<file path="src/rtl/cubic_feeder.sv">
// cubic_feeder: fetches four clamped taps and the t powers, sequences them into the cubic
// engine, and holds the engine result in a valid/ready output register.
module cubic_feeder #(
    parameter int AW = 14,
    parameter int SW = 8
) (
    input  logic          clk,
    input  logic          rst,
    input  logic          req_valid,
    output logic          req_ready,
    input  logic [AW-1:0] req_addr,
    input  logic [7:0]    req_t,
    input  logic [SW-1:0] req_stride,
    input  logic [AW-1:0] req_lo,
    input  logic [AW-1:0] req_hi,
    output logic          mem_rd_en,
    output logic [AW-1:0] mem_addr,
    input  logic [7:0]    mem_rdata,
    output logic [23:0]   eng_x,
    output logic [7:0]    eng_p,
    output logic [2:0]    eng_cnt,
    input  logic [7:0]    eng_out,
    output logic          res_valid,
    input  logic          res_ready,
    output logic [7:0]    res_data
);
    typedef enum logic [2:0] {IDLE, X0, T1, T2, T3, T4, CAPT} state_t;
    state_t state;
    logic [AW-1:0] a0, a1, a2, am1_n, a1_n, a2_n;
    logic signed [AW+1:0] addr_s, str_s, lo_s, hi_s, dn, up1, up2;
    logic [15:0] sq, cu;
    logic [7:0] t2, t3;
    logic free, take;
    // two spare bits keep the tap arithmetic from wrapping before the clamp
    assign addr_s = (AW+2)'(req_addr);
    assign str_s = (AW+2)'(req_stride);
    assign lo_s = (AW+2)'(req_lo);
    assign hi_s = (AW+2)'(req_hi);
    assign dn = addr_s - str_s;
    assign up1 = addr_s + str_s;
    assign up2 = addr_s + (str_s <<< 1);
    assign am1_n = dn < lo_s ? req_lo : AW'(dn);
    assign a1_n = up1 > hi_s ? req_hi : AW'(up1);
    assign a2_n = up2 > hi_s ? req_hi : AW'(up2);
    assign sq = 16'(req_t) * 16'(req_t) + 16'd128;
    assign t2 = 8'(sq >> 8);
    assign cu = 16'(t2) * 16'(req_t) + 16'd128;
    assign t3 = 8'(cu >> 8);
    assign free = !res_valid || res_ready;
    assign req_ready = rst && state == IDLE && free;
    assign take = req_valid && req_ready;
    assign eng_p = state inside {T1, T2, T3, T4} ? mem_rdata : 8'd0;
    always_ff @(posedge clk) begin
        if (!rst) begin
            state <= IDLE;
            res_valid <= 1'b0;
            res_data <= 8'd0;
            mem_rd_en <= 1'b0;
            mem_addr <= '0;
            eng_x <= 24'd0;
            eng_cnt <= 3'd0;
        end else begin
            if (res_valid && res_ready)
                res_valid <= 1'b0;
            case (state)
                IDLE: if (take) begin
                    state <= X0;
                    eng_x <= {req_t, t2, t3};
                    eng_cnt <= 3'd0;
                    mem_rd_en <= 1'b1;
                    mem_addr <= am1_n;
                    a0 <= req_addr;
                    a1 <= a1_n;
                    a2 <= a2_n;
                end
                X0: begin
                    state <= T1;
                    eng_cnt <= 3'd1;
                    mem_addr <= a0;
                end
                T1: begin
                    state <= T2;
                    eng_cnt <= 3'd2;
                    mem_addr <= a1;
                end
                T2: begin
                    state <= T3;
                    eng_cnt <= 3'd3;
                    mem_addr <= a2;
                end
                T3: begin
                    state <= T4;
                    eng_cnt <= 3'd4;
                    mem_rd_en <= 1'b0;
                end
                T4: begin
                    state <= CAPT;
                    eng_cnt <= 3'd0;
                end
                CAPT: if (free) begin
                    state <= IDLE;
                    res_data <= eng_out;
                    res_valid <= 1'b1;
                end
                default: state <= IDLE;
            endcase
        end
    end
endmodule

</file>
<file path="config.mk">
export PLATFORM = sky130hd
export DESIGN_NAME = cubic_feeder
export DESIGN_NICKNAME = d
export VERILOG_FILES = /design/src/rtl/cubic_feeder.sv
export SDC_FILE = /design/constraint.sdc
export NUM_CORES = 1
export LEC_CHECK = 0
export ABC_CLOCK_PERIOD_IN_PS = 23400
export CORE_MARGIN = 4
export CORE_UTILIZATION = 61
export DETAILED_ROUTE_END_ITERATION = 10
export PLACE_DENSITY_LB_ADDON = 0.08
export SKIP_LAST_GASP = 1
export SLEW_MARGIN = 20
export SYNTH_ARGS = -nofsm -noshare
export SYNTH_HDL_FRONTEND = slang
export SYNTH_SLANG_ARGS = --single-unit
</file>
<file path="constraint.sdc">
create_clock -name clk -period 23.4 [get_ports clk]
set_input_delay 3.51 -clock clk [delete_from_list [all_inputs] [get_ports clk]]
set_output_delay 3.51 -clock clk [all_outputs]
set_load 0.02 [all_outputs]
</file>
Yosys cells after proc, flatten, opt, wreduce, memory -nomap -nowiden
Cells that the tools add are included.
Widths: inputs -> output; s select.
{"block": "totals", "input_bits": 78, "regBits": 96, "out_inout_bits": 60, "word_cells": 62}
{"block": "op_classes", "n_mul": 2, "addsub": 5, "n_lt_le_gt_ge": 3, "eq_ne": 8, "muxes": 16, "reduce_logical": 18}
{"cell": "$mux 14", "n": 4}
{"cell": "$pmux 14 s4", "n": 1}
{"cell": "$add 16x8->16 const B", "n": 2}
{"cell": "$mul 8x8->16", "n": 2}
{"cell": "$gt 15x14->1", "n": 2}
{"cell": "$pmux 3 s7", "n": 1}
{"cell": "$pmux 3 s6", "n": 1}
{"cell": "$add 14x8->15", "n": 1}
{"cell": "$add 14x9->15", "n": 1}
{"cell": "$lt 15x15->1", "n": 1}
{"cell": "$sub 14x8->15", "n": 1}
{"cell": "$reduce_and 2->1", "n": 6}
{"cell": "$eq 3x3->1 const B", "n": 3}
{"cell": "$mux 3", "n": 3}
{"cell": "$mux 8", "n": 1}
{"cell": "$reduce_bool 4->1", "n": 2}
{"cell": "$eq 3x2->1 const B", "n": 2}
{"cell": "$reduce_bool 6->1", "n": 1}
{"cell": "$logic_and 1x1->1", "n": 4}
{"cell": "$mux 1", "n": 4}
{"cell": "$ne 2x2->1 const B", "n": 2}
{"cell": "$eq 3x1->1 const B", "n": 1}
{"cell": "$logic_not 3->1", "n": 1}
{"cell": "$reduce_and 3->1", "n": 1}
{"cell": "other kinds (4)", "n": 4}

Logic depth before layout (Yosys ltp)
{"block": "depth", "word_depth": 6, "mapped_depth": 34, "depth_no_buf": 32}

Least setup slack after synthesis
No wires, ideal clock.
{"block": "synth_timing", "path_type": "input port to flip-flop", "from": "input req_t[2]", "to": "register eng_x[7]", "setup_time_ns": 0.122, "slack_ns": 11.838, "arrival_ns": 11.440, "path_stages": 30, "n_path_buf": 2, "cell_sequence": "buf_1 > clkbuf_1 > and2_1 > fa_1 > fa_1 > fa_1 > inv_1 > fa_1 > inv_1 > ha_1 > inv_1 > o21bai_1 > a21oi_1 > a21boi_1 > o41ai_2 > xor2_1 > and2_1 > fa_1 > fa_1 > fa_1 > inv_1 > fa_1 > inv_1 > ha_1 > and3_1 > a31oi_1 > o211ai_1 > a31oi_1 > nor2_1 > a221o_1"}
{"block": "synth_between", "elab_chain_len": 4}
{"element": "start: declaration", "line_no": "12", "text": "input logic [7:0] req_t,"}
{"element": "$mul 8x8->16", "line_no": "45", "text": "assign sq = 16'(req_t) * 16'(req_t) + 16'd128;"}
{"element": "$add 16x8->16", "line_no": "45"}
{"element": "$mul 8x8->16 *", "line_no": "47", "text": "assign cu = 16'(t2) * 16'(req_t) + 16'd128;"}
{"element": "$add 16x8->16 *", "line_no": "47"}
{"element": "end signal: assignment", "line_no": "68", "text": "eng_x <= {req_t, t2, t3};"}
{"element": "end: declaration", "line_no": "19", "text": "output logic [23:0] eng_x,"}
Mark *: on every way between the ends. The rest lies on a longest branch, timed or not.
A chain may end at the register's enable or synchronous reset.

Worst setup path in the final report
Same ends and word-level chain as after synthesis.

==> results.cfg <==
[run_status]
status = finished clean

[worst_setup_path]
worstSetupPathType = in2reg
cp-end-kind = register
reg2reg_slack_ns = 20.39
rr_startpoint = state[2]$_SDFFE_PN0P_
crit_path_start_kind = primary input
cp_slowest_stage_delay_ns = 0.79
r2r-end = eng_cnt[0]$_SDFFE_PN0P_
crit_end = eng_x[7]$_SDFFE_PN0P_
crit_start = req_t[2]
cp.required_ns = 23.64
arrival_ns = 12.63
cpMaxStageDelayCell = clkdlybuf4s50_1
worst_path_most_repeated_cell = fa_1
r2r_cells = 9
crit_fanout = 20

[logic_synthesis]
avgSynthCellArea_sq_um = 8.95
yosys.area.top_type = ha_1
synth_edf_count = 42
async_reset_ff_frac = 0
synth_area_leaders = ha_1 (17%), edfxtp_1 (13%), fa_1 (11%)
ys.flop_type = dfxtp_1
synth_commonest_cells = ha_1 (134), inv_1 (132), a21oi_1 (77)
synth_cell_types = 57
seq_area_frac_synth = 0.234
synth_nets = 1385
ys_warn_count = 0
synth_area_sq_um = 9990
synthCells = 1116
ys_seq_elements = 96
synth_top_area_share = 0.168
yosysMostFrequentCell = ha_1

[finish]
final-seq-area_sq_um = 2340
n_fill_cell = 1217
drive_gt1_frac = 0.0589
area_growth_pct = 17.9
fin_nets = 1487
multi_input_area_sq_um = 6920
antenna_cells = 0
fin_cells = 1439
final_area_sq_um = 11800

[clock_network]
cts_root_buffer = clkbuf_16
cts-htree-levels = 3
cts_tree = built
path_clk_slew_ns = 0.07
cts_hold_buf = 0
post_cts_buffers = 0
clock_sinks = 96
clock_path_buffers = 2
tritoncts.num_buffers = 9
clk_latency_ns = 0.35
cts_resized = 0

[global_routing]
grtUsageTotal = 0.274
grt_first_pass_wirelength_um = 40600
grt_overflow = 0
grt_max_degree = 56
antenna_found_initial = 0
grt_pass1_vias = 8207

[power_and_ir_drop]
static-leakage-power_nw = 5.19
seq_power_share = 0.111
switching_share = 0.495
ir_drop_mv = 0.371
p_switching_w = 0.000936
p_comb_frac = 0.809
clockPowerShare = 0.081
cellPowerDensity_nw_per_um2 = 160
internal-power_w = 0.000954

[timing]
period_minus_slack_ns = 12.40
hold_violations = 0
tns_ns = 0
timing.slew.headroom = 0.314
timing.final.crit_share = 0.530
skew_ns = 0.0121
rsz0062_at_grt = false
tightest_slew_ns = 1.02
finalSetupViolations = 0
timing.fmax_ghz = 0.0807
drv_slew = 0

[routing]
drtPass1Iterations = 5
via_per_inst = 5.76
drtIter0Drc = 642
wl_um = 25200
via_count = 8292
drcViolationCount = 0
ant_nets = 0
wl_per_cell_um = 17.5

[placement]
place_area_sq_um = 11500
place.gp.congestion = 0.935
port_buffers = 137
post-place-cells = 1422
dpl.hpwl_um = 19800

[floorplan]
initial_core_util = 0.627
die_h_um = 136
die-area_sq_um = 18500
num_rows = 46
ioPinCount = 138
die_x_um = 136
core_sq_um = 15900

[run]
max_cap_violations = 0

[min_path]
hold_class = reg2reg
-- critical path: cells and delay by family --
family / cells / cell delay [ns]
buffers and inverters: 7 / 1.12
AOI/OAI and AO/OA: 8 / 1.76
adders and majority gates: 10 / 4.84
xor gates and xnor gates: 1 / 0.59
and+or+nand+nor: 4 / 0.81
-- through the flow --
| stage | util | hold WS (ns) | total power (W) | setup WS, ns |
|---|---|---|---|---|
| after floorplan | - | 0.533 | 0.00138 | 11.84 |
| after global placement | 0.719 | 0.442 | 0.00168 | 10.92 |
| after detailed placement | 0.719 | 0.451 | 0.00173 | 10.69 |
| after CTS | 0.738 | 0.461 | 0.00190 | 11.02 |
| after global routing | 0.739 | 0.474 | 0.00213 | 10.44 |
| final | 0.739 | 0.459 | 0.00189 | 11.00 |
-- power by group through the flow --
stage                     Clock, W  Combinational [W]  Sequential (W)
after CTS                 0.000154            0.00154        0.000209
after global routing      0.000162            0.00175        0.000211
final                     0.000153            0.00153        0.000209
after global placement           0            0.00146        0.000212
after floorplan                  0            0.00115        0.000227
after detailed placement         0            0.00152        0.000212
-- routing by layer --
layer  vias to the layer above  routed length, um  global-route usage
met5                         -                  0                   0
met4                         0                613              0.0773
met3                        41               1140              0.0270
met2                       240              13100               0.502
met1                      3990              10300               0.344
li1                       4021                  -                   -
-- sequential cells by signal (all words and copies together), names as in the netlist --
register and flops:
state 3, res_data 8, mem_rd_en 1, a2 14, a0 14, eng_x 24, eng_cnt 3, res_valid 1
mem_addr 14, a1 14
-- kinds of logic after synthesis --
family / Yosys count / share of synthesized area
buffers and inverters: 188 / 0.0729
muxes: 53 / 0.0580
xor gates and xnor gates: 58 / 0.0509
AOI/OAI and AO/OA: 229 / 0.144
adders and majority gates: 191 / 0.282
DFF: 96 / 0.234
and+or+nand+nor: 301 / 0.157
-- cells in the final DEF, fill, tap and decap left out, types with 4 or more instances in the layout --
master           netlist  final
o211ai_1               4      4
dfxtp_1               54     54
o21bai_1               8      8
and2_1                74     74
clkdlybuf4s50_1        0    137
a21oi_1               77     77
a221oi_1               4      4
nor4_1                 7      7
o211a_1                4      4
o21a_1                 9      9
nand3_1               24     24
fa_1                  57     57
nand2b_1              13     13
o221ai_1               8      8
mux2_2                39     39
o21ai_0               52     52
a211oi_1               6      6
edfxtp_1              42     42
a22o_1                 6      6
a22oi_1                8      8
xor2_1                22     22
xnor2_1               36     36
a21o_1                10     10
nand2_1               73     73
nand4_1                6      6
nor2b_1               27     27
a21boi_0              14     14
and3_1                 6      6
clkbuf_16              0      9
inv_1                132    131
nor2_1                46     46
nor3_1                11     11
ha_1                 134    134
buf_4                  1     10
mux2i_1               14     14
a31oi_1                5      5
-- worst min-delay path by stage --
stage	startpoint	endpoint	slack [ns]	depth (start not counted)
detailed placement	eng_x[10]$_SDFFE_PN0P_	eng_x[10]$_SDFFE_PN0P_	0.45	2
global route	eng_x[10]$_SDFFE_PN0P_	eng_x[10]$_SDFFE_PN0P_	0.47	2
finish	eng_x[10]$_SDFFE_PN0P_	eng_x[10]$_SDFFE_PN0P_	0.46	2
CTS	eng_x[10]$_SDFFE_PN0P_	eng_x[10]$_SDFFE_PN0P_	0.46	2
floorplan	eng_x[10]$_SDFFE_PN0P_	eng_x[10]$_SDFFE_PN0P_	0.53	2
global placement	eng_x[10]$_SDFFE_PN0P_	eng_x[10]$_SDFFE_PN0P_	0.44	2
-- cell type report --
class / instances / area share
clock buffer: 9 / 0.0191
clock inverter: 7 / 0.00669
inverter: 132 / 0.0421
multi-input combinational: 832 / 0.587
sequential: 96 / 0.199
tap: 216 / 0.0229
timing repair buffer: 147 / 0.123
(Power assumes the default switching activity.)
